$ cat config.mk
export PLATFORM = sky130hd
export DESIGN_NAME = inst_mem_arbiter_flat
export DESIGN_NICKNAME = d
export VERILOG_FILES = /design/src/rtl/inst_mem_arbiter_if.sv /design/src/rtl/inst_mem_arbiter.sv /design/src/flat_wrapper.sv
export SDC_FILE = /design/constraint.sdc
export NUM_CORES = 1
export LEC_CHECK = 0
export BUFFER_PORTS_ARGS = -buffer_cell sky130_fd_sc_hd__buf_4
export CAP_MARGIN = 10
export CORE_MARGIN = 5
export CORE_UTILIZATION = 33
export DETAILED_ROUTE_END_ITERATION = 10
export GPL_TIMING_DRIVEN = 0
export PLACE_DENSITY = 0.76
export SETUP_SLACK_MARGIN = 0.15
export SLEW_MARGIN = 10
export SYNTH_ARGS = -nofsm -noshare
export SYNTH_HDL_FRONTEND = slang
export SYNTH_SLANG_ARGS = --single-unit
export TNS_END_PERCENT = 30
$ cat constraint.sdc
create_clock -name clk -period 2.3 [get_ports clk]
set_input_delay 0.345 -clock clk [delete_from_list [all_inputs] [get_ports clk]]
set_output_delay 0.345 -clock clk [all_outputs]
set_load 0.01 [all_outputs]
$ cat src/rtl/inst_mem_arbiter_if.sv
// Bundle of the fetch, debug and memory-side signals around the
// instruction memory read-port arbiter.
//
// Handshake: a requester raises xxxReq with a stable xxxAddr and holds both
// until it samples xxxGnt=1 in the same cycle; the read is accepted on that
// rising edge. xxxValid is a one-cycle strobe with no back-pressure: xxxData
// is only meaningful while xxxValid=1 and reads 0 otherwise.
interface inst_mem_arbiter_if #(
    parameter int ADDR_WIDTH = 32,
    parameter int DATA_WIDTH = 32
);
    logic                  fetchReq;
    logic [ADDR_WIDTH-1:0] fetchAddr;
    logic                  fetchGnt;
    logic                  fetchValid;
    logic [DATA_WIDTH-1:0] fetchData;
    logic                  dbgReq;
    logic [ADDR_WIDTH-1:0] dbgAddr;
    logic                  dbgGnt;
    logic                  dbgValid;
    logic [DATA_WIDTH-1:0] dbgData;
    logic [ADDR_WIDTH-1:0] memAddr;
    logic [DATA_WIDTH-1:0] memData;
    logic                  busy;

    // Requesters and the memory side.
    modport master (
        output fetchReq, fetchAddr, dbgReq, dbgAddr, memData,
        input  fetchGnt, fetchValid, fetchData,
        input  dbgGnt, dbgValid, dbgData, memAddr, busy
    );

    // The arbiter.
    modport slave (
        input  fetchReq, fetchAddr, dbgReq, dbgAddr, memData,
        output fetchGnt, fetchValid, fetchData,
        output dbgGnt, dbgValid, dbgData, memAddr, busy
    );
endinterface

$ cat src/rtl/inst_mem_arbiter.sv
// Shares the single instruction-memory read port between the CPU fetch stage
// and a debug/loader port. Fetch normally wins; a starvation counter forces a
// waiting debug request through after STARVE_LIMIT lost cycles. Each issued
// read is tagged with its owner and the tag travels down a MEM_LATENCY deep
// pipeline so the returning memData is routed to the right port.
module inst_mem_arbiter #(
    parameter int ADDR_WIDTH   = 32,
    parameter int DATA_WIDTH   = 32,
    parameter int MEM_LATENCY  = 1,
    parameter int STARVE_LIMIT = 4
) (
    input logic               clk,
    input logic               rst_n,
    inst_mem_arbiter_if.slave bus
);
    localparam int CW = $clog2(STARVE_LIMIT + 1);
    localparam logic [CW-1:0] LIMIT = CW'(STARVE_LIMIT);

    logic                   fetch_gnt;
    logic                   dbg_gnt;
    logic                   force_dbg;
    logic [CW-1:0]          starve_cnt;
    logic [ADDR_WIDTH-1:0]  mem_addr_q;
    logic [MEM_LATENCY-1:0] pipe_vld;
    logic [MEM_LATENCY-1:0] pipe_own;   // 1 = debug owns the read
    logic                   ret_vld;
    logic                   ret_own;

    assign force_dbg = (starve_cnt == LIMIT);

    // One grant per cycle; reset blocks every grant.
    always_comb begin
        fetch_gnt = 1'b0;
        dbg_gnt   = 1'b0;
        if (rst_n) begin
            if (bus.dbgReq && (!bus.fetchReq || force_dbg)) begin
                dbg_gnt = 1'b1;
            end else if (bus.fetchReq) begin
                fetch_gnt = 1'b1;
            end
        end
    end

    // Remember the last driven address so memAddr holds steady when idle.
    always_ff @(posedge clk) begin
        if (!rst_n) begin
            mem_addr_q <= '0;
        end else if (fetch_gnt) begin
            mem_addr_q <= bus.fetchAddr;
        end else if (dbg_gnt) begin
            mem_addr_q <= bus.dbgAddr;
        end
    end

    // Count consecutive cycles a pending debug request loses; saturating.
    always_ff @(posedge clk) begin
        if (!rst_n) begin
            starve_cnt <= '0;
        end else if (!bus.dbgReq || dbg_gnt) begin
            starve_cnt <= '0;
        end else if (!force_dbg) begin
            starve_cnt <= starve_cnt + 1'b1;
        end
    end

    // Owner tag pipeline, aligned with the memory read latency.
    always_ff @(posedge clk) begin
        if (!rst_n) begin
            pipe_vld <= '0;
            pipe_own <= '0;
        end else begin
            pipe_vld[0] <= fetch_gnt | dbg_gnt;
            pipe_own[0] <= dbg_gnt;
            for (int i = 1; i < MEM_LATENCY; i++) begin
                pipe_vld[i] <= pipe_vld[i-1];
                pipe_own[i] <= pipe_own[i-1];
            end
        end
    end

    assign ret_vld = rst_n & pipe_vld[MEM_LATENCY-1];
    assign ret_own = pipe_own[MEM_LATENCY-1];

    // Drive the memory address and route returning data to its owner.
    always_comb begin
        bus.fetchGnt   = fetch_gnt;
        bus.dbgGnt     = dbg_gnt;
        bus.fetchValid = ret_vld & ~ret_own;
        bus.dbgValid   = ret_vld & ret_own;
        bus.fetchData  = '0;
        bus.dbgData    = '0;
        bus.busy       = rst_n & (|pipe_vld);
        bus.memAddr    = mem_addr_q;
        if (!rst_n) begin
            bus.memAddr = '0;
        end else if (fetch_gnt) begin
            bus.memAddr = bus.fetchAddr;
        end else if (dbg_gnt) begin
            bus.memAddr = bus.dbgAddr;
        end
        if (ret_vld && !ret_own) begin
            bus.fetchData = bus.memData;
        end
        if (ret_vld && ret_own) begin
            bus.dbgData = bus.memData;
        end
    end
endmodule

$ cat src/flat_wrapper.sv
// flat-port wrapper written by rule: the top's interface ports become plain ports
module inst_mem_arbiter_flat 
#(
    parameter int ADDR_WIDTH   = 32,
    parameter int DATA_WIDTH   = 32,
    parameter int MEM_LATENCY  = 1,
    parameter int STARVE_LIMIT = 4
)
  (clk, rst_n, bus_fetchReq, bus_fetchAddr, bus_dbgReq, bus_dbgAddr, bus_memData, bus_fetchGnt, bus_fetchValid, bus_fetchData, bus_dbgGnt, bus_dbgValid, bus_dbgData, bus_memAddr, bus_busy);
  inst_mem_arbiter_if #(.ADDR_WIDTH(ADDR_WIDTH), .DATA_WIDTH(DATA_WIDTH)) bus_i ();
  input logic clk;
  input logic rst_n;
  input wire logic [$bits(bus_i.fetchReq)-1:0] bus_fetchReq;
  input wire logic [$bits(bus_i.fetchAddr)-1:0] bus_fetchAddr;
  input wire logic [$bits(bus_i.dbgReq)-1:0] bus_dbgReq;
  input wire logic [$bits(bus_i.dbgAddr)-1:0] bus_dbgAddr;
  input wire logic [$bits(bus_i.memData)-1:0] bus_memData;
  output wire logic [$bits(bus_i.fetchGnt)-1:0] bus_fetchGnt;
  output wire logic [$bits(bus_i.fetchValid)-1:0] bus_fetchValid;
  output wire logic [$bits(bus_i.fetchData)-1:0] bus_fetchData;
  output wire logic [$bits(bus_i.dbgGnt)-1:0] bus_dbgGnt;
  output wire logic [$bits(bus_i.dbgValid)-1:0] bus_dbgValid;
  output wire logic [$bits(bus_i.dbgData)-1:0] bus_dbgData;
  output wire logic [$bits(bus_i.memAddr)-1:0] bus_memAddr;
  output wire logic [$bits(bus_i.busy)-1:0] bus_busy;
  assign bus_i.fetchReq = bus_fetchReq;
  assign bus_i.fetchAddr = bus_fetchAddr;
  assign bus_i.dbgReq = bus_dbgReq;
  assign bus_i.dbgAddr = bus_dbgAddr;
  assign bus_i.memData = bus_memData;
  assign bus_fetchGnt = bus_i.fetchGnt;
  assign bus_fetchValid = bus_i.fetchValid;
  assign bus_fetchData = bus_i.fetchData;
  assign bus_dbgGnt = bus_i.dbgGnt;
  assign bus_dbgValid = bus_i.dbgValid;
  assign bus_dbgData = bus_i.dbgData;
  assign bus_memAddr = bus_i.memAddr;
  assign bus_busy = bus_i.busy;
  inst_mem_arbiter #(.ADDR_WIDTH(ADDR_WIDTH), .DATA_WIDTH(DATA_WIDTH), .MEM_LATENCY(MEM_LATENCY), .STARVE_LIMIT(STARVE_LIMIT)) u_core (.clk(clk), .rst_n(rst_n), .bus(bus_i));
endmodule
==> results_dict.tcl, run 1 <==
set metrics [dict create \
    ir_drop_mv 0.2792 \
    relSlewSlack 0.5607 \
    ys_top_cells_by_count "and2_1, dfxtp_1, a21oi_1, a32oi_1, o31ai_1" \
    finalSetupViolCount 0 \
    root_buffer "clkbuf_8" \
    max_freq_mhz 464.4 \
    grt_use_met1 0.2500 \
    grt_pass1_wl_um 14900 \
    worstMarginPinSlew_ns 0.6590 \
    io_pins 201 \
    synth_nets 394 \
    maxCapViolCount 0 \
    p_sw_mw 0.5281 \
    dieWidth_um 94.86 \
    place_area_mm2 0.004001 \
    cts.reportedPaths.clkPinSlew_ns 0.07 \
    start_kind "flip-flop" \
    grt_pass1_vias 2956 \
    drtIter0Drc 127 \
    synth_top_flop_cell "dfxtp_1" \
    synthAdderAreaFrac 0.01053 \
    rsz0062_at_grt "true" \
    synth_top_area_cell "dfxtp_1" \
    grt_remaining_overflow 0 \
    synth_cell_types 24 \
    synthToLayoutAreaGrowth_pct 91.68 \
    vias 3125 \
    synth.area.top_cells "dfxtp_1, and2_1, a32oi_1" \
    dieArea_mm2 0.008997 \
    clkPwrFrac 0.322 \
    synthArstFlopShare 0 \
    fin_skew_ns 0.01202 \
    hold_start "bus_fetchReq" \
    p_sw_frac 0.2813 \
    start_util 0.3329 \
    rows 31 \
    synth_compound_area_frac 0.3660 \
    drive_gt1_frac 0.5686 \
    io_buffers 200 \
    dr.pass1.iters 4 \
    rr_startpoint "u_core.starve_cnt[1]" \
    grt_max_degree 12 \
    vias_per_cell 5.131 \
    antenna_cells 0 \
    cp_max_fo 8 \
    yosysSeqAreaShare 0.3117 \
    status "finished clean" \
    worstPathRequired_ns 1.96 \
    gp_congestion 0.7701 \
    ant_nets 0 \
    synth_xor_area_frac 0 \
    grtUsageMet2 0.3705 \
    routed_wl_um 10520 \
    post-synth-top-count-cell "and2_1" \
    cts_max_level 2 \
    fill_cells 677 \
    design_area_mm2 0.004554 \
    track_usage 0.2076 \
    gr-max-usage-layer "met2" \
    seq_power_share 0.371 \
    antenna_found_initial 0 \
    yosysTopAreaCellShare 0.3117 \
    grt_use_met3 0.05339 \
    p_leak_nw 2.070 \
    cts_hold_buf 0 \
    clock_latency_ns 0.30 \
    cp-startpoint "u_core.starve_cnt[1]" \
    clockBufferDepth 2 \
    syn_avg_cell_area_um2 8.137 \
    synthMuxAreaShare 0.004213 \
    min_period_over_period 0.9362 \
    synth_top_family_by_area "compound AO/OA/AOI/OAI gates" \
    die_h_um 94.86 \
    p_int_mw 1.349 \
    numCtsBuffers 5 \
    hold-worst-slack_ns 0.2993 \
    post-route-drc-count 0 \
    fin_nets 611 \
    crit_path_end_kind "output pin" \
    p_total_mw 1.877 \
    hp-class "in2reg" \
    ys_ff_latch 37 \
    yosys.area_share.simple 0.2101 \
    arrival_ns 1.81 \
    path_class "reg2out" \
    cts.sinks 37 \
    setup_tns_ns 0 \
    wl_per_cell_um 17.27 \
    power.density_mw_per_mm2 412.2 \
    multi_input_area_mm2 0.001629 \
    dp_hpwl_um 7720 \
    core_area_mm2 0.007137 \
    finalMaxSlewViolations 0 \
    hold_violations 0 \
    yosysWarnings 0 \
    p_comb_frac 0.307 \
    netlist_area_mm2 0.002376 \
    synthCells 292 \
    seqCellArea_um2 743.2 \
    cts_tree "done" \
    layout_min_cycle_time_ns 2.153 \
    synth_edf_count 0 \
]
cell usage in the layout (no fill, tap or decap):
cell and instances:
and3_1 1, o21a_1 1, a32oi_1 24, buf_2 7, a32oi_2 8, a21oi_2 11, clkbuf_1 11, a21oi_1 21
dfxtp_1 35, and4_1 1, o31ai_4 1, inv_2 2, ha_1 1, mux2i_1 1, ha_4 1, and2b_1 1
and2_1 67, a21bo_2 1, o21ai_1 3, clkbuf_8 6, nand2_1 4, o21ai_0 29, clkbuf_16 2, dfxtp_2 2
nor2_1 5, and3_4 1, nor3b_2 1, o31ai_1 14, a21boi_4 1, bufinv_16 1, buf_6 10, nand3_1 1
o31ai_2 17, buf_4 213, buf_12 5
path summary, 6_finish.rpt:
path / depth (start not counted) / to / slack, ns
min: 2 / u_core.pipe_vld / 0.30
min reg2reg: 2 / u_core.mem_addr_q[4] / 0.48
max reg2reg: 8 / u_core.mem_addr_q[8] / 0.70
max: 8 / bus_memAddr[8] / 0.15
cell type report:
type / count / share of cell area
Buffer: 37 / 0.06923
Clock buffer: 7 / 0.01896
Clock inverter: 1 / 0.006593
Inverter: 2 / 0.001648
Multi-Input combinational cell: 216 / 0.3577
Sequential cell: 37 / 0.1632
Tap cell: 99 / 0.02720
Timing Repair Buffer: 210 / 0.3555
flip-flops by register name, summed over array words and instances, names as in the netlist:
register / flops
u_core.mem_addr_q: 32
u_core.pipe_own: 1
u_core.pipe_vld: 1
u_core.starve_cnt: 3
per-stage QoR:
step | util | worst slack, ns | instances
detailed placement | 0.5607 | 0.1704 | 591
floorplan | - | 0.5325 | 292
global placement | 0.5607 | 0.2000 | 591
CTS | 0.5936 | 0.1345 | 601
global route | 0.6381 | 0.07855 | 609
finish | 0.6381 | 0.1468 | 609
metal layers:
metal | up-vias | part of all wire
met5 | - | 0
met4 | 0 | 0.014
li1 | 1516 | -
met2 | 139 | 0.51
met1 | 1459 | 0.40
met3 | 11 | 0.079
worst max-delay path, cell delays in order, from the launching register on:
cell and delay [ns]:
dfxtp_2 0.34, inv_2 0.05, ha_4 0.18, and3_4 0.19, buf_12 0.14, clkbuf_16 0.16, o31ai_2 0.23, a21oi_2 0.07
buf_4 0.15
kinds of logic after synthesis:
logic type,after synthesis
adders and majority gates,2
DFF,37
muxes,1
and+or+nand+nor,82
AOI/OAI and AO/OA,131
buffers and inverters,39
power groups by stage:
stage / combinational, mW / sequential, mW / clock [mW]
after floorplan: 0.222 / 0.706 / 0
after global placement: 0.503 / 0.707 / 0
after detailed placement: 0.511 / 0.710 / 0
after CTS: 0.530 / 0.695 / 0.612
after global routing: 0.620 / 0.698 / 0.638
final: 0.577 / 0.696 / 0.605
timing repair:
action | CTS | global route
pin swaps | 0 | 10
setup buffers | 2 | 4
gates cloned | 0 | 4
gates resized for setup | 27 | 53
setup endpoints to repair | 32 | 30
No activity file was read; power rests on OpenSTA's default activity.
==> inputs of run 2 (changes only) <==
--- a/config.mk
+++ b/config.mk
@@ -7,12 +7,14 @@
 export LEC_CHECK = 0
 export BUFFER_PORTS_ARGS = -buffer_cell sky130_fd_sc_hd__buf_4
 export CAP_MARGIN = 10
+export CORE_ASPECT_RATIO = 0.9
 export CORE_MARGIN = 5
 export CORE_UTILIZATION = 33
 export DETAILED_ROUTE_END_ITERATION = 10
 export GPL_TIMING_DRIVEN = 0
 export PLACE_DENSITY = 0.76
 export SETUP_SLACK_MARGIN = 0.15
+export SKIP_LAST_GASP = 1
 export SLEW_MARGIN = 10
 export SYNTH_ARGS = -nofsm -noshare
 export SYNTH_HDL_FRONTEND = slang
==> results_dict.tcl, run 2 (synthesis results as in run 1) <==
set metrics [dict create \
    min_period_over_period 0.9427 \
    core_area_mm2 0.007039 \
    worstMarginPinSlew_ns 0.7176 \
    cp_max_fo 10 \
    seq_power_share 0.397 \
    io_buffers 200 \
    hold_depth 2 \
    wl_met3_um 744 \
    dieWidth_um 99.45 \
    clock_latency_ns 0.29 \
    dr.pass1.iters 4 \
    highest-signal-layer "met4" \
    status "finished clean" \
    reg2reg_slack_ns 0.72 \
    wl_met1_um 4515 \
    wl_per_cell_um 17.97 \
    routed-wl-met2_um 5530 \
    layout_min_cycle_time_ns 2.168 \
    grt_pass1_vias 3000 \
    top_register "u_core.mem_addr_q" \
    antenna_cells 0 \
    power.density_mw_per_mm2 377.3 \
    numCtsBuffers 5 \
    hold_violations 0 \
    rr_worst_depth 8 \
    p_sw_frac 0.3032 \
    multi_input_area_mm2 0.001708 \
    routed_wl_um 10910 \
    dieArea_mm2 0.009000 \
    io_pins 201 \
    pre_cts_slack_ns 0.1334 \
    track_usage 0.2061 \
    maxCapViolCount 0 \
    grt_max_degree 12 \
    fin_ws_ns 0.1317 \
    reg_top3 "u_core.mem_addr_q: 32 flops, u_core.starve_cnt: 3 flops" \
    start_util 0.3375 \
    rows 29 \
    fill_cells 591 \
    seqCellArea_um2 743.2 \
    largest_reg_flops 32 \
    path_class "reg2out" \
    setup_tns_ns 0 \
    cts.sinks 37 \
    layout_common_cells "buf_4, and2_1, dfxtp_1, o21ai_0, a21oi_1" \
    worstPathRequired_ns 1.96 \
    p_leak_nw 2.095 \
    ant_nets 0 \
    drive_gt1_frac 0.5914 \
    fin_nets 615 \
    finalSetupViolCount 0 \
    p_comb_frac 0.346 \
    cts_hold_buf 0 \
    finalMaxSlewViolations 0 \
    vias_per_cell 5.188 \
    vias 3149 \
    arrival_ns 1.82 \
    whs_endpoint "u_core.pipe_vld" \
    p_int_mw 1.220 \
    post-route-drc-count 0 \
    root_buffer "clkbuf_8" \
    cts_max_level 2 \
    hold_start "bus_fetchReq" \
    grt_pass1_wl_um 15450 \
    r2r_end "u_core.mem_addr_q[17]" \
    synthToLayoutAreaGrowth_pct 95.26 \
    ir_drop_mv 0.3735 \
    start_kind "flip-flop" \
    rr_startpoint "u_core.starve_cnt[1]" \
    clockBufferDepth 2 \
    p_sw_mw 0.5307 \
    clkPwrFrac 0.257 \
    hp-class "in2reg" \
    antenna_found_initial 0 \
    crit_path_end_kind "output pin" \
    cts_tree "done" \
    mostFrequentLayoutCell "buf_4" \
    die_h_um 90.50 \
    max_freq_mhz 461.2 \
    rsz0062_at_grt "true" \
    gp_congestion 0.8153 \
    drtIter0Drc 143 \
    dp_hpwl_um 7726 \
    fin_skew_ns 0.004991 \
    relSlewSlack 0.5216 \
    cts.reportedPaths.clkPinSlew_ns 0.07 \
    grt_remaining_overflow 0 \
]
-- run 2: what timing repair did --
item / in CTS / in global routing
setup endpoints to repair: 31 / 30
cloned: 0 / 5
buffers inserted: 1 / 8
pin swaps: 3 / 9
gates resized for setup: 34 / 54
-- run 2: worst max-delay path: stages, from the launching register on --
cell and delay, ns:
dfxtp_2 0.33, inv_2 0.07, ha_4 0.17, and3_4 0.20, buf_12 0.14, buf_12 0.15, o31ai_1 0.07, a21oi_1 0.23
buf_4 0.17
-- run 2: worst max path at each step --
stage	slack, ns	cells after the start	endpoint	from
2_1_floorplan	0.53	6	bus_memAddr[10]	u_core.starve_cnt[0]
3_3_place_gp	0.19	7	bus_memAddr[23]	u_core.starve_cnt[0]
3_5_place_dp	0.13	7	bus_memAddr[30]	u_core.starve_cnt[0]
4_1_cts	0.15	7	bus_memAddr[25]	u_core.starve_cnt[1]
5_1_grt	0.09	8	bus_memAddr[6]	u_core.starve_cnt[0]
6_report	0.13	8	bus_memAddr[13]	u_core.starve_cnt[1]
-- run 2: layer usage --
| layer | vias to the layer above | track usage |
|---|---|---|
| li1 | 1526 | - |
| met1 | 1477 | 0.2616 |
| met2 | 131 | 0.3585 |
| met3 | 15 | 0.04556 |
| met4 | 0 | 0.03754 |
| met5 | - | 0 |
-- run 2: power groups by stage --
stage               combinational (mW)  clock (mW)  sequential, mW
finish                           0.605       0.449           0.696
global route                     0.647       0.478           0.699
CTS                              0.537       0.447           0.694
detailed placement               0.513           0           0.709
global placement                 0.504           0           0.707
floorplan                        0.222           0           0.706
-- run 2: cell type report --
cell class | instances | share of cell area
flip-flops and latches | 37 | 0.1602
inverters | 2 | 0.001618
clock buffers | 6 | 0.01564
well taps | 93 | 0.02508
plain buffers | 37 | 0.06742
multi-input cells | 216 | 0.3681
repair buffers | 214 | 0.3598
clock inverters | 2 | 0.002157
-- run 2: through the flow --
stage	power [mW]	instance area [µm²]	hold WS, ns	utilization	cells
floorplan	0.9281	2376	0.4389	-	292
CTS	1.678	4223	0.2899	0.5999	594
detailed placement	1.222	3994	0.4646	0.5674	585
global placement	1.211	3994	0.4544	0.5674	585
finish	1.750	4639	0.2940	0.6591	607
global route	1.824	4639	0.2942	0.6591	607
